<file path="config.mk">
export PLATFORM = sky130hd
export DESIGN_NAME = uart_tx_serializer
export DESIGN_NICKNAME = d
export VERILOG_FILES = /design/src/rtl/uart_pkg.sv /design/src/rtl/baud_tick.sv /design/src/rtl/uart_tx_serializer.sv
export SDC_FILE = /design/constraint.sdc
export NUM_CORES = 1
export LEC_CHECK = 0
export ABC_CLOCK_PERIOD_IN_PS = 1400
export CAP_MARGIN = 0
export CORE_MARGIN = 3
export CORE_UTILIZATION = 40
export CTS_CLUSTER_DIAMETER = 30
export DETAILED_ROUTE_END_ITERATION = 16
export PLACE_DENSITY = 0.7
export SLEW_MARGIN = 20
export SYNTH_ARGS = -nofsm -noshare
export SYNTH_HDL_FRONTEND = slang
export SYNTH_SLANG_ARGS = --single-unit
export TNS_END_PERCENT = 5
</file>
<file path="constraint.sdc">
create_clock -name clk -period 1.4 [get_ports clk]
set_clock_uncertainty 0.15 [all_clocks]
set_input_delay 0.14 -clock clk [delete_from_list [all_inputs] [get_ports clk]]
set_output_delay 0.14 -clock clk [all_outputs]
set_load 0.005 [all_outputs]
</file>
<file path="src/rtl/uart_pkg.sv">
// Shared types and constants for the UART transmit serializer.
package uart_pkg;

   typedef enum logic [1:0] {
      IDLE,
      START,
      DATA,
      STOP
   } state_e;

   localparam int   DATA_BITS   = 8;

   localparam logic IDLE_LEVEL  = 1'b1;
   localparam logic START_LEVEL = 1'b0;
   localparam logic STOP_LEVEL  = 1'b1;

endpackage

</file>
<file path="src/rtl/baud_tick.sv">
// Bit-period counter: counts 0..CLKS_PER_BIT-1 and flags the terminal count.
module baud_tick #(
   parameter int CLKS_PER_BIT = 4
) (
   input  logic clk,
   input  logic reset,
   input  logic clear,
   output logic tick
);

   localparam int            CW   = (CLKS_PER_BIT > 1) ? $clog2(CLKS_PER_BIT) : 1;
   localparam logic [CW-1:0] TERM = CW'(CLKS_PER_BIT - 1);

   logic [CW-1:0] cnt_q, cnt_d;

   // With CLKS_PER_BIT=1 the count is pinned at 0, so every cycle is terminal.
   assign tick = (cnt_q == TERM);

   always_comb begin
      cnt_d = cnt_q + CW'(1);
      if (clear || tick) begin
         cnt_d = '0;
      end
   end

   always_ff @(posedge clk) begin
      if (reset) begin
         cnt_q <= '0;
      end else begin
         cnt_q <= cnt_d;
      end
   end

endmodule

</file>
<file path="src/rtl/uart_tx_serializer.sv">
// Byte-to-serial transmitter: start bit, 8 data bits LSB first, stop bit.
module uart_tx_serializer
   import uart_pkg::*;
#(
   parameter int CLKS_PER_BIT = 4
) (
   input  logic       clk,
   input  logic       reset,
   input  logic [7:0] tx_data,
   input  logic       tx_valid,
   output logic       tx_ready,
   output logic       tx_out,
   output logic       busy,
   output logic       done
);

   state_e               state_q, state_d;
   logic [DATA_BITS-1:0] shreg_q, shreg_d;
   logic [2:0]           bit_idx_q, bit_idx_d;
   logic                 tx_out_q, tx_out_d;
   logic                 done_q, done_d;
   logic                 tick;

   // Holding the counter clear while idle guarantees a full first bit period.
   baud_tick #(
      .CLKS_PER_BIT(CLKS_PER_BIT)
   ) u_baud_tick (
      .clk   (clk),
      .reset (reset),
      .clear (state_q == IDLE),
      .tick  (tick)
   );

   assign tx_ready = (state_q == IDLE);
   assign busy     = (state_q != IDLE);
   assign tx_out   = tx_out_q;
   assign done     = done_q;

   always_comb begin
      // NOTE: every output of this block gets a default first, so no path infers a latch.
      state_d   = state_q;
      shreg_d   = shreg_q;
      bit_idx_d = bit_idx_q;
      done_d    = 1'b0;

      unique case (state_q)
         IDLE: begin
            if (tx_valid) begin
               shreg_d   = tx_data;
               bit_idx_d = '0;
               state_d   = START;
            end
         end
         START: begin
            if (tick) state_d = DATA;
         end
         DATA: begin
            if (tick) begin
               shreg_d   = shreg_q >> 1;
               bit_idx_d = bit_idx_q + 3'd1;
               if (bit_idx_q == 3'(DATA_BITS - 1)) state_d = STOP;
            end
         end
         STOP: begin
            if (tick) begin
               state_d = IDLE;
               done_d  = 1'b1;
            end
         end
         default: state_d = IDLE;
      endcase

      // Line level is registered, so it is decoded from the next state.
      unique case (state_d)
         START:   tx_out_d = START_LEVEL;
         DATA:    tx_out_d = shreg_d[0];
         STOP:    tx_out_d = STOP_LEVEL;
         default: tx_out_d = IDLE_LEVEL;
      endcase
   end

   always_ff @(posedge clk) begin
      // NOTE: sequential state uses non-blocking assignments only.
      if (reset) begin
         state_q   <= IDLE;
         shreg_q   <= '0;
         bit_idx_q <= '0;
         tx_out_q  <= IDLE_LEVEL;
         done_q    <= 1'b0;
      end else begin
         state_q   <= state_d;
         shreg_q   <= shreg_d;
         bit_idx_q <= bit_idx_d;
         tx_out_q  <= tx_out_d;
         done_q    <= done_d;
      end
   end

endmodule
</file>
==> metrics.txt <==
status finished with violations; failing checks negative setup slack; mux contribution to synthesized area 0%; Critical Path AT 1.48 ns; vias in the first global route 690; sequential share of power 55.2%; Most Crowded Layer GR met2; hold_buf cts 0; Syn Std Cell Area 870 µm²; Crit Path Class flip-flop to flip-flop; Synth Area in Simple Gates 25.6%; R2R cell count 6; # rows 16; Seq/Total Area, Yosys 39.1%; H-tree Lvls 1; largest net degree at the start of global routing 22; worst min-delay path class flip-flop to flip-flop; Final Hold Fails 0; Slew Limit Fails 0; post-DP HPWL 1.22 mm; final net count 139; P_leak 0.000510 µW; pre-CTS setup slack -0.158 ns; Max IR drop VDD 511 µV; CTS Buf Count 3; cell depth of the worst hold path 1; Worst EP required 1.47 ns; Tcrit/Tclk final 101%; relative slew slack 83.4%; Vias per Instance 5.39; Yosys warnings 0; first-pass GRT wire length 2.93 mm; Global Route met1 Usage 17.4%; delay of the slowest cell on the worst path 0.38 ns; synthesized area per cell 9.15 µm²; Worst Setup Start Kind flip-flop; Area growth syn-to-layout 45.3%; xor and xnor area share after synthesis 1.01%; Vias 814; Final WS setup -0.0163 ns; Initial Util 43.4%; WL final 2.11 mm; Pint 709 µW; Die Y 52.6 µm; CP Buf/Inv Count 2; post-route insts no fill 151; worst reg2reg startpoint state_q[1]; TritonCTS clock tree done; mean routed wirelength per cell 14.0 µm; upper clock frequency limit 706 MHz; Switching Share 24.3%; Top Ports 15; largest family of logic cells by synthesized area simple AND/OR/NAND/NOR gates; share of layout cells above drive strength 1 29.8%; Worst-path clk slew 0.10 ns; initial DRC count 14; flops & latches, synth 17; synthesized instance count 95; Post-DRT Antenna Nets 0; Critical Path Sink Type flip-flop; utilization after layout 63.1%; initial antenna violation count 0; Comb pwr share 17.3%; chip width 52.6 µm; P_sw 227 µW; Core Area 0.00200 mm²; gr usage total 13.7%; RSZ-0062 raised after global routing yes; I/O Buffers 14; Netlist cell types 32; Pre-antenna DRT Iters 4; Reg2Reg Capture Point shreg_q[3]; fillcell total 162; Clock Tree Buf Depth 2; crit-path cells buf_12 > nor2b_4 > buf_6 > a32oi_1 > or2_0 > a21oi_1; ANT cells 0; final setup vio count 2; Slew @ Worst Pin 0.246 ns; die area 0.00277 mm²; Hold Crit Start u_baud_tick.cnt_q[0]; Adder-Cell Fraction of Synth Area 4.32%; FF/Latch Area 349 µm²; P per Cell Area 741 mW/mm²; MaxCap Viol Count 0; post-synthesis compound-gate area fraction 21.6%; CTS Root Cell clkbuf_4; slowest stage cell, crit path dfxtp_4; Final Power 936 µW; met3 usage 2.85%; Multi-input gate area 498 µm²; DRC errors left 0; GR Overflow Total 0; worst-path fanout max 6; Reg2Reg Setup Slack -0.02 ns; clock tree sinks 17; CP top delay family flip-flops; clock insertion delay at the later pin of the skew report 0.28 ns; Tmin final 1.42 ns; hold endpoint u_baud_tick.cnt_q[0]; GR Util met2 23.8%; Synth Net Count 109; clock share of power 27.6%; final hold slack 0.292 ns; GP Congestion 0.816; Placed Cells 136
==> how the worst max path moves through the flow <==
stage | cells after the start | from | to | slack (ns)
floorplan | 6 | u_baud_tick.cnt_q[0] | shreg_q[6] | 0.02
global placement | 5 | u_baud_tick.cnt_q[0] | tx_out | -0.14
detailed placement | 5 | u_baud_tick.cnt_q[0] | tx_out | -0.16
CTS | 5 | u_baud_tick.cnt_q[0] | shreg_q[5] | 0.001
global route | 5 | u_baud_tick.cnt_q[0] | shreg_q[4] | -0.08
finish | 6 | state_q[1] | shreg_q[3] | -0.02
==> layout make-up <==
class                   instances  area share (%)
multi-input cells              68            39.4
flip-flops and latches         17            27.6
repair buffers                 33            27.6
well taps                      27            2.67
clock buffers                   4            2.08
inverters                       2           0.594
==> power by group through the flow <==
stage	Clock [µW]	Sequential, µW	Combinational (µW)
final	258	516	162
after detailed placement	0	526	142
after floorplan	0	524	77.3
after CTS	264	518	142
after global routing	287	519	176
after global placement	0	526	139
==> per-layer routing <==
layer / up-vias / part of all wire [%]
met5: - / 0
met4: 0 / 1.2
met3: 2 / 6.2
met2: 27 / 48
met1: 380 / 45
li1: 405 / -
==> through the flow <==
stage / setup TNS (ns) / area, µm²
after floorplan: 0 / 876
after global placement: -1.08 / 1080
after detailed placement: -1.66 / 1080
after CTS: 0 / 1130
after global routing: -0.500 / 1260
final: -0.0222 / 1260
==> cell usage in the layout (no fill, tap or decap), types with 2 or more instances in the layout <==
master / count
clkbuf_4: 3
dfxtp_2: 4
dlygate4sd2_1: 2
a32oi_1: 7
dfxtp_1: 12
buf_4: 11
a21oi_1: 9
ha_1: 2
dlymetal6s2s_1: 2
buf_6: 3
nor2_1: 6
or2_0: 5
inv_1: 2
nand2_1: 12
buf_12: 3
nand4b_1: 3
clkdlybuf4s50_1: 10
==> synthesized netlist by cell type <==
cell	n	share of area, %
o22ai_1	1	0.72
a211oi_1	1	0.86
o21ai_0	1	0.57
nor3b_1	1	0.86
nor2b_1	2	1.4
and4bb_1	1	1.4
and2_4	1	1.0
buf_2	4	2.3
o21bai_4	1	2.2
nand2_1	12	5.2
xor2_1	1	1.0
buf_6	3	3.9
nor2_1	6	2.6
or2_0	5	3.6
a21oi_1	10	5.8
nor2_2	1	0.72
nor4_1	1	0.72
nand2b_1	1	0.72
a31oi_1	1	0.72
a32oi_1	7	7.1
inv_1	2	0.86
buf_4	1	0.86
and3_1	1	0.72
nand4b_1	3	3.0
a311oi_1	1	1.0
a2bb2oi_2	1	1.7
a2bb2oi_1	1	1.0
dfxtp_1	17	39
ha_1	3	4.3
nor2b_4	1	1.6
nor4b_1	2	2.0
clkbuf_1	1	0.43
==> flip-flops by register name, indices dropped and copies added, names as in the netlist <==
signal,flops
bit_idx_q,3
shreg_q,8
done,1
state_q,2
tx_out,1
u_baud_tick.cnt_q,2
==> worst reg2reg max path, delay by kind of cell, from the launching register on <==
kind,cells,cell delay [ns]
compound gates,2,0.18
buf+inv,2,0.27
flops,1,0.38
simple gates,2,0.37
==> logic make-up after synthesis <==
| kind of cell | Yosys count |
|---|---|
| AND/OR/NAND/NOR | 38 |
| XOR/XNOR | 1 |
| AO/OA/AOI/OAI | 25 |
| flip-flops | 17 |
| buffers and inverters | 11 |
| adder cells (fa/ha/maj) | 3 |
==> timing repair <==
action | CTS | global route
setup buffers | 0 | 9
gates cloned | 0 | 2
gates resized for setup | 8 | 13
endpoints found under the setup margin | 16 | 15
pin swaps | 1 | 8
No activity file was read; power rests on OpenSTA's default activity.
